File: config.mk
export PLATFORM = sky130hd
export DESIGN_NAME = if_fetch_stage_flat
export DESIGN_NICKNAME = d
export VERILOG_FILES = /design/src/rtl/if_fetch_stage_if.sv /design/src/rtl/if_fetch_stage.sv /design/src/flat_wrapper.sv
export SDC_FILE = /design/constraint.sdc
export NUM_CORES = 1
export LEC_CHECK = 0
export CAP_MARGIN = 5
export CELL_PAD_IN_SITES_DETAIL_PLACEMENT = 0
export CELL_PAD_IN_SITES_GLOBAL_PLACEMENT = 1
export CORE_MARGIN = 2
export CORE_UTILIZATION = 43
export DETAILED_ROUTE_END_ITERATION = 10
export GPL_TIMING_DRIVEN = 1
export PLACE_DENSITY_LB_ADDON = 0.1
export RECOVER_POWER = 25
export SYNTH_ARGS = -nofsm -noshare
export SYNTH_HDL_FRONTEND = slang
export SYNTH_SLANG_ARGS = --single-unit
File: constraint.sdc
create_clock -name clk_i -period 6.7 [get_ports clk_i]
set_clock_uncertainty 0.1 [all_clocks]
set_input_delay 2.01 -clock clk_i [delete_from_list [all_inputs] [get_ports clk_i]]
set_output_delay 2.01 -clock clk_i [all_outputs]
set_load 0.01 [all_outputs]
File: src/rtl/if_fetch_stage_if.sv
// Instruction-memory request/response bus between the fetch stage and imem.
// The fetch stage is the master: it issues word requests and receives
// in-order responses.
interface if_fetch_stage_if;
    logic        imem_req_o;
    logic [31:0] imem_addr_o;
    logic        imem_gnt_i;
    logic        imem_rvalid_i;
    logic [31:0] imem_rdata_i;

    modport master (
        output imem_req_o,
        output imem_addr_o,
        input  imem_gnt_i,
        input  imem_rvalid_i,
        input  imem_rdata_i
    );

    modport slave (
        input  imem_req_o,
        input  imem_addr_o,
        output imem_gnt_i,
        output imem_rvalid_i,
        output imem_rdata_i
    );
endinterface

File: src/rtl/if_fetch_stage.sv
// Instruction-fetch stage: owns the PC, issues credit-limited word fetches to a
// variable-latency in-order memory, buffers responses with their pc+4 in a
// small FIFO, and squashes in-flight fetches on a redirect.
module if_fetch_stage #(
    parameter logic [31:0] RESET_PC = 32'h0000_0000,
    parameter int          DEPTH    = 2
) (
    input  logic             clk_i,
    input  logic             rst_i,
    input  logic             hazard_i,
    input  logic             redirect_i,
    input  logic [31:0]      redirect_pc_i,
    if_fetch_stage_if.master imem,
    output logic             valid_o,
    output logic [31:0]      pc_add4_o,
    output logic [31:0]      instruction_o
);
    localparam int CW = $clog2(DEPTH + 1);
    localparam int PW = $clog2(DEPTH);
    localparam logic [PW-1:0] LAST = PW'(DEPTH - 1);

    // Circular pointer advance that also works for non-power-of-two depths.
    function automatic logic [PW-1:0] ptr_inc(input logic [PW-1:0] p);
        return (p == LAST) ? '0 : p + 1'b1;
    endfunction

    logic [31:0]   pc;
    logic [CW-1:0] outstanding;
    logic [CW-1:0] discard;
    logic [CW-1:0] count;
    logic [PW-1:0] head, tail;
    logic [PW-1:0] tag_head, tag_tail;
    logic [31:0]   fifo_pc4   [DEPTH];
    logic [31:0]   fifo_instr [DEPTH];
    logic [31:0]   tag_mem    [DEPTH];

    logic          pop, fire, push, drop, req;
    logic [CW:0]   credits;
    logic [31:0]   target;

    assign valid_o = (count != '0);
    assign pop     = valid_o & ~hazard_i;
    // Slots already claimed once this cycle's pop is accounted for; a pop frees
    // a slot immediately so a full FIFO can still stream at one per cycle.
    assign credits = {1'b0, outstanding} + {1'b0, count} - {{CW{1'b0}}, pop};
    assign req     = ~redirect_i & (credits < (CW+1)'(DEPTH));
    assign fire    = req & imem.imem_gnt_i;
    assign drop    = imem.imem_rvalid_i & (discard != '0);
    assign push    = imem.imem_rvalid_i & ~redirect_i & (discard == '0);
    assign target  = redirect_pc_i & 32'hFFFF_FFFC;

    assign imem.imem_req_o  = req;
    assign imem.imem_addr_o = pc;

    // Control state: PC, credit counters, FIFO and tag-queue pointers.
    always_ff @(posedge clk_i or posedge rst_i) begin
        if (rst_i) begin
            pc          <= RESET_PC;
            outstanding <= '0;
            discard     <= '0;
            count       <= '0;
            head        <= '0;
            tail        <= '0;
            tag_head    <= '0;
            tag_tail    <= '0;
        end else if (redirect_i) begin
            // Everything still in flight is doomed, including a response that
            // lands in this very cycle (it is dropped, not counted).
            pc          <= target;
            outstanding <= outstanding - CW'(imem.imem_rvalid_i);
            discard     <= outstanding - CW'(imem.imem_rvalid_i);
            count       <= '0;
            head        <= '0;
            tail        <= '0;
            tag_head    <= '0;
            tag_tail    <= '0;
        end else begin
            if (fire) begin
                pc       <= pc + 32'd4;
                tag_tail <= ptr_inc(tag_tail);
            end
            outstanding <= outstanding + CW'(fire) - CW'(imem.imem_rvalid_i);
            if (drop) begin
                discard <= discard - 1'b1;
            end
            if (push) begin
                tail     <= ptr_inc(tail);
                tag_head <= ptr_inc(tag_head);
            end
            if (pop) begin
                head <= ptr_inc(head);
            end
            count <= count + CW'(push) - CW'(pop);
        end
    end

    // Payload storage: pc+4 tags at grant time, {tag, word} at response time.
    always_ff @(posedge clk_i) begin
        if (fire) begin
            tag_mem[tag_tail] <= pc + 32'd4;
        end
        if (push) begin
            fifo_pc4[tail]   <= tag_mem[tag_head];
            fifo_instr[tail] <= imem.imem_rdata_i;
        end
    end

    // Head presentation; a NOP with zero pc+4 whenever nothing is buffered.
    always_comb begin
        pc_add4_o     = '0;
        instruction_o = '0;
        if (valid_o) begin
            pc_add4_o     = fifo_pc4[head];
            instruction_o = fifo_instr[head];
        end
    end
endmodule

File: src/flat_wrapper.sv
// flat-port wrapper written by rule: the top's interface ports become plain ports
module if_fetch_stage_flat 
#(
    parameter logic [31:0] RESET_PC = 32'h0000_0000,
    parameter int          DEPTH    = 2
)
  (clk_i, rst_i, hazard_i, redirect_i, redirect_pc_i, valid_o, pc_add4_o, instruction_o, imem_imem_req_o, imem_imem_addr_o, imem_imem_gnt_i, imem_imem_rvalid_i, imem_imem_rdata_i);
  if_fetch_stage_if imem_i ();
  input  logic clk_i;
  input  logic rst_i;
  input  logic hazard_i;
  input  logic redirect_i;
  input  logic [31:0] redirect_pc_i;
  output logic valid_o;
  output logic [31:0] pc_add4_o;
  output logic [31:0] instruction_o;
  output wire logic [$bits(imem_i.imem_req_o)-1:0] imem_imem_req_o;
  output wire logic [$bits(imem_i.imem_addr_o)-1:0] imem_imem_addr_o;
  input wire logic [$bits(imem_i.imem_gnt_i)-1:0] imem_imem_gnt_i;
  input wire logic [$bits(imem_i.imem_rvalid_i)-1:0] imem_imem_rvalid_i;
  input wire logic [$bits(imem_i.imem_rdata_i)-1:0] imem_imem_rdata_i;
  assign imem_imem_req_o = imem_i.imem_req_o;
  assign imem_imem_addr_o = imem_i.imem_addr_o;
  assign imem_i.imem_gnt_i = imem_imem_gnt_i;
  assign imem_i.imem_rvalid_i = imem_imem_rvalid_i;
  assign imem_i.imem_rdata_i = imem_imem_rdata_i;
  if_fetch_stage #(.RESET_PC(RESET_PC), .DEPTH(DEPTH)) u_core (.clk_i(clk_i), .rst_i(rst_i), .hazard_i(hazard_i), .redirect_i(redirect_i), .redirect_pc_i(redirect_pc_i), .imem(imem_i), .valid_o(valid_o), .pc_add4_o(pc_add4_o), .instruction_o(instruction_o));
endmodule
==> summary.txt <==
Outcome
  • Failing checks: max-capacitance violations, max-slew violations
  • Status: complete, but fails checks

Placed design
  • DP HPWL: 12800 um
  • Port Buffers: 161
  • Placer Congestion: 0.818

Synthesis
  • Cell Area, Synth: 9490 um^2
  • Dominant cells by area after synthesis: edfxtp_1, dfrtp_1, mux2i_1
  • Number of flops mapped to enable cells by yosys: 184
  • Synth Register Bits: 224
  • Synth Warn #: 0
  • Post-Synthesis Cells: 648
  • Share of flip-flops with an asynchronous set or reset: 17.9%
  • Synth Flop Type: edfxtp_1
  • Area leader, netlist: edfxtp_1
  • Yosys top cell area share: 58.2%
  • Synth Area per Inst: 14.6 um^2
  • Register area share after synthesis: 68.7%
  • Yosys cell types: 46

Pwr
  • Sw Pwr: 1.34 mW
  • Comb pwr share: 29.5%
  • P_leak: 4.22 nW
  • Worst VDD drop: 0.296 mV
  • Sw Share: 29.6%
  • Sequential Power Share: 42.7%
  • Clk pwr share: 27.9%
  • PD cells: 373 nW/um^2
  • Internal power: 3.20 mW

Detailed routing
  • Pre-antenna DRT Iters: 5
  • Routed Antenna Nets: 0
  • Via count: 5721
  • Remaining DRCs: 0
  • Routed wire per std cell: 18.1 um
  • Post-Route WL: 20100 um
  • First DRT Iteration DRCs: 331
  • Via density: 5.16

Clock tree
  • CTS tree: done
  • Sink Count: 224
  • CTS Hold Bufs: 0
  • TritonCTS Buffers: 24
  • Worst-case clock buffer depth: 3
  • PostCTS Resize Cnt: 0
  • CTS root buffer: clkbuf_16
  • H-tree lvl count: 1
  • Clk slew on worst S/H paths: 0.06 ns
  • Post-CTS repair timing setup buffer count: 0
  • Clk_lat worst skew: 0.50 ns

Worst setup path
  • Crit path capture type: primary output
  • Crit start category: input pin
  • Worst stage delay on the critical path: 0.57 ns
  • Critical path class: in -> out
  • Crit Path Max Fanout: 3
  • Cell family with most CP delay: buffers and inverters
  • CP arrival: 4.09 ns
  • CP max stage cell: clkdlybuf4s50_1
  • Critical path required time: 4.59 ns
  • Crit path cell chain: clkdlybuf4s50_1, xnor2_1, nand2_1, fa_1, xnor2_1, nor3b_1, clkdlybuf4s50_1
  • Critical path buffers and inverters: 2

Timing
  • Worst-Margin Slew: 2.27 ns
  • Relative slew slack: -52.7%
  • Post-route minimum period: 6.20 ns
  • Final hold vios: 0
  • Setup Viol. Count Final: 0
  • Hold WS: 0.448 ns
  • FMAX: 161 MHz
  • Final Max Slew Viols: 13
  • RSZ-0062 raised after global routing: no
  • Period utilization: 92.5%
  • Fin Setup TNS: 0 ns

Global route
  • Vias in the first global route: 5972
  • First-pass GRT wire length: 32000 um
  • Antenna violations before repair: 1
  • Pin count of the biggest net entering global routing: 65
  • Total grt overflow: 0
  • Total track usage: 17.1%

Floorplan
  • FP Rows: 54
  • Die X-Extent: 153 um
  • Die H: 153 um
  • Starting Density: 43.6%
  • Core ar.: 21800 um^2
  • I/O pins: 168
  • Total die area: 23300 um^2

Worst hold path
  • Min-delay worst type: reg -> reg

Finish
  • Share of layout cells above drive strength 1: 8.20%
  • Layout Nets: 889
  • # diodes: 0
  • Area of the multi-input gates: 2770 um^2
  • Area growth syn-to-layout: 28.0%
  • # fillers: 1781
  • Sequential Area: 6530 um^2

Flow run
  • Max Cap Viol: 1
-- layout make-up --
cell class	count	area share, %
clock buffers	35	5.80
clock inverters	8	0.525
inverters	11	0.340
multi-input cells	379	22.8
flip-flops and latches	224	53.7
well taps	280	2.88
repair buffers	172	14.0
-- power by group through the flow --
| stage | combinational (mW) | clock, mW | sequential, mW |
|---|---|---|---|
| after floorplan | 0.783 | 0 | 1.91 |
| after global placement | 1.35 | 0 | 1.96 |
| after detailed placement | 1.38 | 0 | 1.97 |
| after CTS | 1.39 | 1.30 | 1.94 |
| after global routing | 1.47 | 1.36 | 1.96 |
| final | 1.34 | 1.27 | 1.94 |
-- cell usage after synthesis, types with 5 or more instances --
| cell | count |
|---|---|
| edfxtp_1 | 184 |
| nor2_1 | 82 |
| mux2i_1 | 63 |
| dfrtp_1 | 40 |
| mux2_2 | 30 |
| xnor2_1 | 27 |
| nand2_1 | 22 |
| clkbuf_1 | 20 |
| nand3_1 | 19 |
| a221o_1 | 15 |
| o21ai_0 | 13 |
| nor3_1 | 12 |
| xor2_1 | 12 |
| inv_1 | 11 |
| a21o_1 | 10 |
| a22oi_1 | 8 |
| buf_1 | 8 |
| ha_1 | 6 |
| nand4_1 | 6 |
| and2_1 | 5 |
| and3_1 | 5 |
-- cell families after synthesis --
kind of cell | synth area share [%]
other cells | 0.0395
buf+inv | 2.19
xor+xnor | 3.60
flops | 68.7
simple gates | 9.60
fa+ha+maj | 1.00
mux | 10.2
compound gates | 4.63
-- per-layer routing --
metal / part of all wire (%) / global-route usage [%]
met1: 41 / 21.1
met2: 51 / 30.8
met3: 5.3 / 3.04
met4: 2.2 / 5.03
met5: 0.065 / 0
-- layout by cell type, fill, tap and decap left out, drive strengths merged, types with 2 or more instances in the layout --
| master | netlist | layout |
|---|---|---|
| edfxtp | 184 | 184 |
| clkdlybuf4s50 | 0 | 134 |
| nor2 | 82 | 82 |
| mux2i | 63 | 63 |
| dfrtp | 40 | 40 |
| clkbuf | 20 | 36 |
| mux2 | 30 | 30 |
| xnor2 | 27 | 27 |
| dlygate4sd3 | 0 | 26 |
| nand2 | 22 | 22 |
| nand3 | 20 | 20 |
| a221o | 16 | 16 |
| nor3 | 14 | 14 |
| o21ai | 13 | 13 |
| xor2 | 12 | 12 |
| buf | 17 | 11 |
| a21o | 10 | 10 |
| inv | 11 | 10 |
| nand4 | 9 | 9 |
| a22oi | 8 | 8 |
| clkinv | 0 | 8 |
| ha | 6 | 6 |
| and3 | 5 | 5 |
| and2 | 5 | 5 |
| a21oi | 4 | 4 |
| o311ai | 4 | 4 |
| or3 | 4 | 4 |
| nor3b | 4 | 4 |
| conb | 1 | 4 |
| nor4 | 3 | 3 |
| nor2b | 3 | 3 |
| nand2b | 2 | 2 |
| and4 | 2 | 2 |
-- metrics by stage --
| stage | util (%) | area [um^2] | power, mW | worst slack (ns) | cells |
|---|---|---|---|---|---|
| 4_1_cts | 56.0 | 12200 | 4.63 | 0.498 | 1109 |
| 2_1_floorplan | - | 9510 | 2.69 | 1.29 | 651 |
| 6_report | 55.9 | 12200 | 4.54 | 0.503 | 1109 |
| 5_1_grt | 55.9 | 12200 | 4.79 | 0.392 | 1109 |
| 3_5_place_dp | 52.5 | 11400 | 3.35 | 0.549 | 1066 |
| 3_3_place_gp | 52.5 | 11400 | 3.31 | 0.543 | 1066 |
-- final timing paths --
check                                            from                           to  slack [ns]  depth (start not counted)
setup / recovery                             hazard_i              imem_imem_req_o        0.50                          7
hold / removal                   u_core.tag_mem[0][7]        u_core.fifo_pc4[1][7]        0.45                          1
setup reg to reg           u_core.imem.imem_addr_o[4]  u_core.imem.imem_addr_o[15]        2.93                          5
hold reg to reg                  u_core.tag_mem[0][7]        u_core.fifo_pc4[1][7]        0.45                          1
max in group asynchronous                       rst_i                  u_core.head        4.23                          3
min in group asynchronous                       rst_i            u_core.discard[1]        1.85                          3
-- state kept, by name, indices dropped and copies added, names as in the netlist --
signal	flops
u_core.fifo_instr	64
u_core.tail	1
u_core.head	1
u_core.discard	2
u_core.tag_tail	1
u_core.fifo_pc4	60
u_core.count	2
u_core.tag_mem	60
u_core.tag_head	1
u_core.outstanding	2
u_core.imem.imem_addr_o	30
-- worst register-to-register path: stages, from the launching register on --
cell and delay [ns]:
dfrtp_1 0.47, nand3_1 0.30, nor4_1 1.83, nand3_1 0.38, a21o_1 0.28, a221o_1 0.29
No activity file was read; power rests on OpenSTA's default activity.
